**config.mk**
```make
export PLATFORM = sky130hd
export DESIGN_NAME = sad_lane_accum_flat
export DESIGN_NICKNAME = d
export VERILOG_FILES = /design/src/rtl/sad_pkg.sv /design/src/rtl/sad_lane_accum_if.sv /design/src/rtl/sad_lane.sv /design/src/rtl/sad_lane_accum.sv /design/src/flat_wrapper.sv
export SDC_FILE = /design/constraint.sdc
export NUM_CORES = 1
export LEC_CHECK = 0
export CAP_MARGIN = 40
export CORE_ASPECT_RATIO = 0.7
export CORE_UTILIZATION = 50
export CTS_CLUSTER_SIZE = 12
export DETAILED_ROUTE_END_ITERATION = 8
export MAX_ROUTING_LAYER = met4
export PLACE_DENSITY = 0.76
export SYNTH_ARGS = -nofsm -noshare
export SYNTH_HDL_FRONTEND = slang
export SYNTH_SLANG_ARGS = --single-unit
```
**constraint.sdc**
```tcl
create_clock -name clk -period 7.4 [get_ports clk]
set_input_delay 1.11 -clock clk [delete_from_list [all_inputs] [get_ports clk]]
set_output_delay 1.11 -clock clk [all_outputs]
set_load 0.02 [all_outputs]
```
**src/rtl/sad_pkg.sv**
```systemverilog
// Shared constants and types for the SAD lane accumulator and the multiply stage
// that feeds it.
package sad_pkg;

  localparam int LANES = 4;
  localparam int PW    = 14;
  localparam int BEATS = 16;
  localparam int AW    = PW + $clog2(BEATS);
  localparam int CW    = $clog2(BEATS);
  localparam int IW    = $clog2(LANES);

  typedef logic [PW-1:0] prod_lane_t;
  typedef logic [AW-1:0] acc_lane_t;
  typedef logic [CW-1:0] beat_t;
  typedef logic [IW-1:0] lane_idx_t;

  typedef enum logic {ACCUM = 1'b0, HOLD = 1'b1} state_t;

  // Unsigned |a - b|. The result always fits in PW bits.
  function automatic prod_lane_t abs_diff(input prod_lane_t a, input prod_lane_t b);
    return (a >= b) ? prod_lane_t'(a - b) : prod_lane_t'(b - a);
  endfunction

endpackage

```
**src/rtl/sad_lane_accum_if.sv**
```systemverilog
// Input word-pair stream and frame-result stream of the SAD lane accumulator.
interface sad_lane_accum_if;
  import sad_pkg::*;

  logic                  in_valid;
  logic                  in_ready;
  logic [LANES*PW-1:0]   in_wg;
  logic [LANES*PW-1:0]   in_wfg;
  logic                  out_valid;
  logic                  out_ready;
  logic [LANES*AW-1:0]   out_sum;
  lane_idx_t             out_min_idx;
  acc_lane_t             out_min;

  // Producer of word pairs and consumer of results.
  modport master (
    output in_valid, in_wg, in_wfg, out_ready,
    input  in_ready, out_valid, out_sum, out_min_idx, out_min
  );

  // The accumulator block itself.
  modport slave (
    input  in_valid, in_wg, in_wfg, out_ready,
    output in_ready, out_valid, out_sum, out_min_idx, out_min
  );
endinterface

```
**src/rtl/sad_lane.sv**
```systemverilog
// One lane: absolute difference of two products and an accumulator with
// synchronous clear (priority) and enable.
module sad_lane
  import sad_pkg::*;
(
  input  logic       clk,
  input  logic       rst_n,
  input  logic       clr,
  input  logic       en,
  input  prod_lane_t wg,
  input  prod_lane_t wfg,
  output acc_lane_t  sum
);

  acc_lane_t acc;

  // Running total including the current beat; the top samples it on the last beat.
  assign sum = acc + acc_lane_t'(abs_diff(wg, wfg));

  // NOTE: sequential state uses non-blocking assignments so every register
  // samples pre-edge values regardless of process ordering.
  always_ff @(posedge clk or negedge rst_n) begin
    if (!rst_n)   acc <= '0;
    else if (clr) acc <= '0;
    else if (en)  acc <= sum;
  end

endmodule

```
**src/rtl/sad_lane_accum.sv**
```systemverilog
// Accumulates per-lane |wg - wfg| over a BEATS-beat frame, then holds the lane
// sums and the minimum lane until the downstream stage accepts them.
module sad_lane_accum
  import sad_pkg::*;
(
  input  logic           clk,
  input  logic           rst_n,
  sad_lane_accum_if.slave bus
);

  state_t              state, state_nxt;
  beat_t               beat;
  logic                fire, last;
  acc_lane_t           sum_nxt [LANES];
  logic [LANES*AW-1:0] sum_pack;
  acc_lane_t           min_val;
  lane_idx_t           min_idx;

  // Handshake outputs come from the state register only.
  assign bus.in_ready  = (state == ACCUM);
  assign bus.out_valid = (state == HOLD);

  assign fire = bus.in_valid && (state == ACCUM);
  assign last = fire && (beat == beat_t'(BEATS - 1));

  for (genvar l = 0; l < LANES; l++) begin : g_lane
    sad_lane u_lane (
      .clk   (clk),
      .rst_n (rst_n),
      .clr   (last),
      .en    (fire),
      .wg    (bus.in_wg[l*PW +: PW]),
      .wfg   (bus.in_wfg[l*PW +: PW]),
      .sum   (sum_nxt[l])
    );
  end

  // Strict less-than scan from lane 0 keeps ties on the lowest index.
  // NOTE: every variable gets a default before any conditional update, so no
  // latch can be inferred.
  always_comb begin
    min_val  = sum_nxt[0];
    min_idx  = '0;
    sum_pack = '0;
    for (int l = 0; l < LANES; l++) begin
      sum_pack[l*AW +: AW] = sum_nxt[l];
      if (sum_nxt[l] < min_val) begin
        min_val = sum_nxt[l];
        min_idx = lane_idx_t'(l);
      end
    end
  end

  always_comb begin
    state_nxt = state;
    case (state)
      ACCUM:   if (last) state_nxt = HOLD;
      HOLD:    if (bus.out_ready) state_nxt = ACCUM;
      default: state_nxt = ACCUM;
    endcase
  end

  always_ff @(posedge clk or negedge rst_n) begin
    if (!rst_n) state <= ACCUM;
    else        state <= state_nxt;
  end

  always_ff @(posedge clk or negedge rst_n) begin
    if (!rst_n)    beat <= '0;
    else if (last) beat <= '0;
    else if (fire) beat <= beat + beat_t'(1);
  end

  always_ff @(posedge clk or negedge rst_n) begin
    if (!rst_n) begin
      bus.out_sum     <= '0;
      bus.out_min_idx <= '0;
      bus.out_min     <= '0;
    end else if (last) begin
      bus.out_sum     <= sum_pack;
      bus.out_min_idx <= min_idx;
      bus.out_min     <= min_val;
    end
  end

endmodule
```
**src/flat_wrapper.sv**
```systemverilog
// flat-port wrapper written by rule: the top's interface ports become plain ports
module sad_lane_accum_flat import sad_pkg::*;
  (clk, rst_n, bus_in_valid, bus_in_wg, bus_in_wfg, bus_out_ready, bus_in_ready, bus_out_valid, bus_out_sum, bus_out_min_idx, bus_out_min);
  sad_lane_accum_if bus_i ();
  input  logic clk;
  input  logic rst_n;
  input wire logic [$bits(bus_i.in_valid)-1:0] bus_in_valid;
  input wire logic [$bits(bus_i.in_wg)-1:0] bus_in_wg;
  input wire logic [$bits(bus_i.in_wfg)-1:0] bus_in_wfg;
  input wire logic [$bits(bus_i.out_ready)-1:0] bus_out_ready;
  output wire logic [$bits(bus_i.in_ready)-1:0] bus_in_ready;
  output wire logic [$bits(bus_i.out_valid)-1:0] bus_out_valid;
  output wire logic [$bits(bus_i.out_sum)-1:0] bus_out_sum;
  output wire logic [$bits(bus_i.out_min_idx)-1:0] bus_out_min_idx;
  output wire logic [$bits(bus_i.out_min)-1:0] bus_out_min;
  assign bus_i.in_valid = bus_in_valid;
  assign bus_i.in_wg = bus_in_wg;
  assign bus_i.in_wfg = bus_in_wfg;
  assign bus_i.out_ready = bus_out_ready;
  assign bus_in_ready = bus_i.in_ready;
  assign bus_out_valid = bus_i.out_valid;
  assign bus_out_sum = bus_i.out_sum;
  assign bus_out_min_idx = bus_i.out_min_idx;
  assign bus_out_min = bus_i.out_min;
  sad_lane_accum u_core (.clk(clk), .rst_n(rst_n), .bus(bus_i));
endmodule
```
==> summary.txt, run 1 <==
Die
  • Initial Util: 51.6%
  • Die W: 214 um
  • Io pins: 210
  • CORE AREA: 30500 um^2
  • Placement row count: 53
  • Die ar.: 32200 um^2
  • Die height: 151 um

Timing
  • Fin Hold WS: 0.480 ns
  • Worst Tran Pin Value: 0.964 ns
  • Hold Vio Cnt, Final: 0
  • Fmax: 0.0933 GHz
  • Slew HR: 35.8%
  • Final period utilization: 145%
  • RSZ-0062 raised after global routing: true
  • Clock skew: 0.00666 ns
  • Fin worst setup slack: -3.32 ns
  • Final setup viols: 20
  • Max-slew violations: 0
  • Period minus WS final: 10.72 ns

Finish
  • Non-Filler Instances: 3085
  • Layout Nets: 3004
  • N_diodes: 0
  • Final Instance Area: 24400 um^2
  • Layout cell share with drive strength beyond 1: 31.5%
  • Area Growth Syn to Fin: 54.6%

Synth
  • Compound-gate portion of the synthesized area: 23.8%
  • Seq cells post-synth: 169
  • Synth async-reset ratio: 100%
  • Largest family of logic cells by synthesized area: compound AO/OA/AOI/OAI gates
  • Synth unique cells: 85
  • Post-Synth Adder-Cell Area: 18.7%
  • Simple-gate share of the synthesized area: 14.0%
  • Multiplexer area fraction after synthesis: 3.79%
  • Synth Instances: 1901
  • Register area share after synthesis: 26.8%
  • Syn avg cell area: 8.29 um^2
  • Main flop type after synthesis: dfrtp_1
  • Synth top area share: 26.8%
  • YS warnings: 0
  • Largest area contributor in the synthesized netlist: dfrtp_1
  • Largest cells by area after synthesis: dfrtp_1 (27%), ha_1 (17%), nand2_1 (7.2%)
  • Post-Syn Nets: 2245
  • Post-synth EDFFs: 0
  • Synth Cell Area: 15800 um^2
  • Synth Area in XOR/XNOR: 6.15%

Place
  • Placed cell count: 3002
  • DP HPWL: 45.1 mm
  • Pre-CTS setup slack: -4.65 ns
  • Placer Congestion: 1.04
  • Post-DP Area: 22400 um^2
  • Buffers on Ports: 209

Drt
  • Total Wirelength: 58.8 mm
  • Via density: 5.67
  • Total iterations of the first detailed-routing run: 5
  • Drt first-iter violations: 1628
  • WL met3: 5.14 mm
  • WL met1: 26.4 mm
  • Final ANT Viol Nets: 0
  • Vias: 17.5k
  • DR WL met2: 26.1 mm
  • Highest Signal Layer: met4
  • DR DRC count: 0
  • DR WL/cell: 19.1 um

GRT
  • Largest net degree at the start of global routing: 91
  • Remaining global-route overflow: 0
  • Initial antenna violation count: 0
  • First-pass GRT wire length: 91.1 mm
  • Total global-route track usage: 36.7%
  • Vias in the first global route: 17.2k

Clock tree
  • Root Buffer Master: clkbuf_16
  • Clk slew on worst S/H paths: 0.06 ns
  • H-tree lvl count: 4
  • TritonCTS buffer count: 17
  • Clock sink total: 169
  • Skew-Pair Late Insertion Delay: 0.45 ns
  • Max Root-Sink Buffers: 2
  • CTS tree: yes

Worst hold path
  • Hold Path Class: reg -> reg

Worst setup path
  • Crit. End Element: flop
  • Setup crit start kind: primary input
  • WS Path Type: in -> reg
  • CP Data Required Time: 7.73 ns
  • Critical path arrival: 11.04 ns
  • Critical path's largest stage delay: 0.44 ns
  • CP max stage cell: or4_4
  • CP Max Fanout: 8

Status
  • Failing checks: negative setup slack
  • Run status: complete, but fails checks

Flow run
  • Max-Cap Viols: 0
layout by cell type, fill, tap and decap left out, types with 33 or more instances in the layout:
| master | count |
|---|---|
| ha_1 | 189 |
| o21ai_0 | 112 |
| a21oi_1 | 113 |
| xor2_1 | 33 |
| dfrtp_1 | 169 |
| nand2_1 | 300 |
| buf_4 | 581 |
| clkdlybuf4s50_1 | 179 |
| a21o_1 | 71 |
| xnor2_1 | 62 |
| inv_1 | 172 |
| nor2_1 | 61 |
layer usage:
metal / global-route usage, % / vias to the layer above
li1: - / 8160
met1: 51.1 / 8465
met2: 55.9 / 774
met3: 6.22 / 95
met4: 8.46 / 0
met5: - / -
cells by family after synthesis:
family	after synthesis
AO/OA/AOI/OAI	566
XOR/XNOR	109
AND/OR/NAND/NOR	509
multiplexers	57
buffers and inverters	262
flip-flops	169
adder cells (fa/ha/maj)	229
cells in the mapped netlist, types with 6 or more instances:
library cell  instances
a31oi_1              14
nand2_1             304
xor2_1               37
mux2_2               16
o211ai_1             11
nor3_1               14
mux2i_1              39
o31ai_1              15
a2bb2oi_1             9
clkbuf_1             54
nor2_1               70
a211oi_1             16
fa_1                 12
o21ai_2              10
a21o_1               72
dfrtp_1             169
inv_1               188
nand2b_1             10
o21ai_0             140
o2111ai_1             6
nand3_1              34
nand4_1              18
o21a_1               10
nor2b_1              20
o21ai_1              14
a21boi_0              6
o21bai_1             18
a21oi_1             127
and2_1                8
xnor2_1              70
a22o_1               32
and3_1               13
ha_1                216
what timing repair did:
action / 4_1_cts / 5_1_grt
resized for setup: 190 / 70
pin swaps: 87 / 76
setup buffers: 28 / 21
gates cloned: 1 / 1
hold buffers: 0 / 0
setup endpoints to repair: 20 / 20
path summary, 6_finish.rpt:
check                           slack, ns  cells past startpoint                      startpoint                      to
worst max-delay path                -3.32                     52                    bus_in_wg[0]   u_core.bus.out_min[0]
worst min-delay path                 0.48                      2          u_core.bus.out_sum[64]  u_core.bus.out_sum[64]
worst max register to register      -0.60                     41  u_core.g_lane[1].u_lane.acc[0]   u_core.bus.out_min[2]
worst min register to register       0.48                      2          u_core.bus.out_sum[64]  u_core.bus.out_sum[64]
max in group asynchronous            5.84                      2                           rst_n  u_core.bus.out_min[14]
min in group asynchronous            0.49                      1                           rst_n  u_core.bus.out_sum[15]
stage by stage:
step	util (%)	setup TNS, ns
2_1_floorplan	-	-61.25
3_3_place_gp	73.2	-85.59
3_5_place_dp	73.4	-91.71
4_1_cts	78.1	-63.13
5_1_grt	79.8	-73.12
6_report	79.8	-65.42
critical path, delay by kind of cell:
| family | cells | cell delay (ns) |
|---|---|---|
| adders and majority gates | 7 | 1.84 |
| muxes | 2 | 0.58 |
| buffers and inverters | 11 | 1.23 |
| and+or+nand+nor | 10 | 1.69 |
| xor gates and xnor gates | 1 | 0.17 |
| AOI/OAI and AO/OA | 21 | 4.40 |
flip-flops by register name, summed over array words and instances (netlist names):
signal and flops:
u_core.bus.out_valid 1, u_core.bus.out_min 18, u_core.bus.out_sum 72, u_core.g_lane.u_lane.acc 72, u_core.beat 4, u_core.bus.out_min_idx 2
final cells by class:
cell class                      instances  area (um^2)
Clock inverter                         12          118
Fill cell                            2114         6150
Timing Repair Buffer                  813         6790
Tap cell                              412          515
Multi-Input combinational cell       1471        11500
Inverter                              188          713
Sequential cell                       169         4230
Clock buffer                           20          457
Power of run 1 is not shown: default switching activity piles up to over one toggle a cycle in this logic, so the estimate is an artifact.
==> inputs of run 2 (changes only) <==
--- a/config.mk
+++ b/config.mk
@@ -8,6 +8,7 @@
 export CAP_MARGIN = 40
 export CORE_ASPECT_RATIO = 0.7
 export CORE_UTILIZATION = 50
+export CTS_CLUSTER_DIAMETER = 120
 export CTS_CLUSTER_SIZE = 12
 export DETAILED_ROUTE_END_ITERATION = 8
 export MAX_ROUTING_LAYER = met4
==> results of run 2 <==
No change in the layout: final DEF, timing and power equal those of run 1.
Power of run 2 is left out for the same reason.
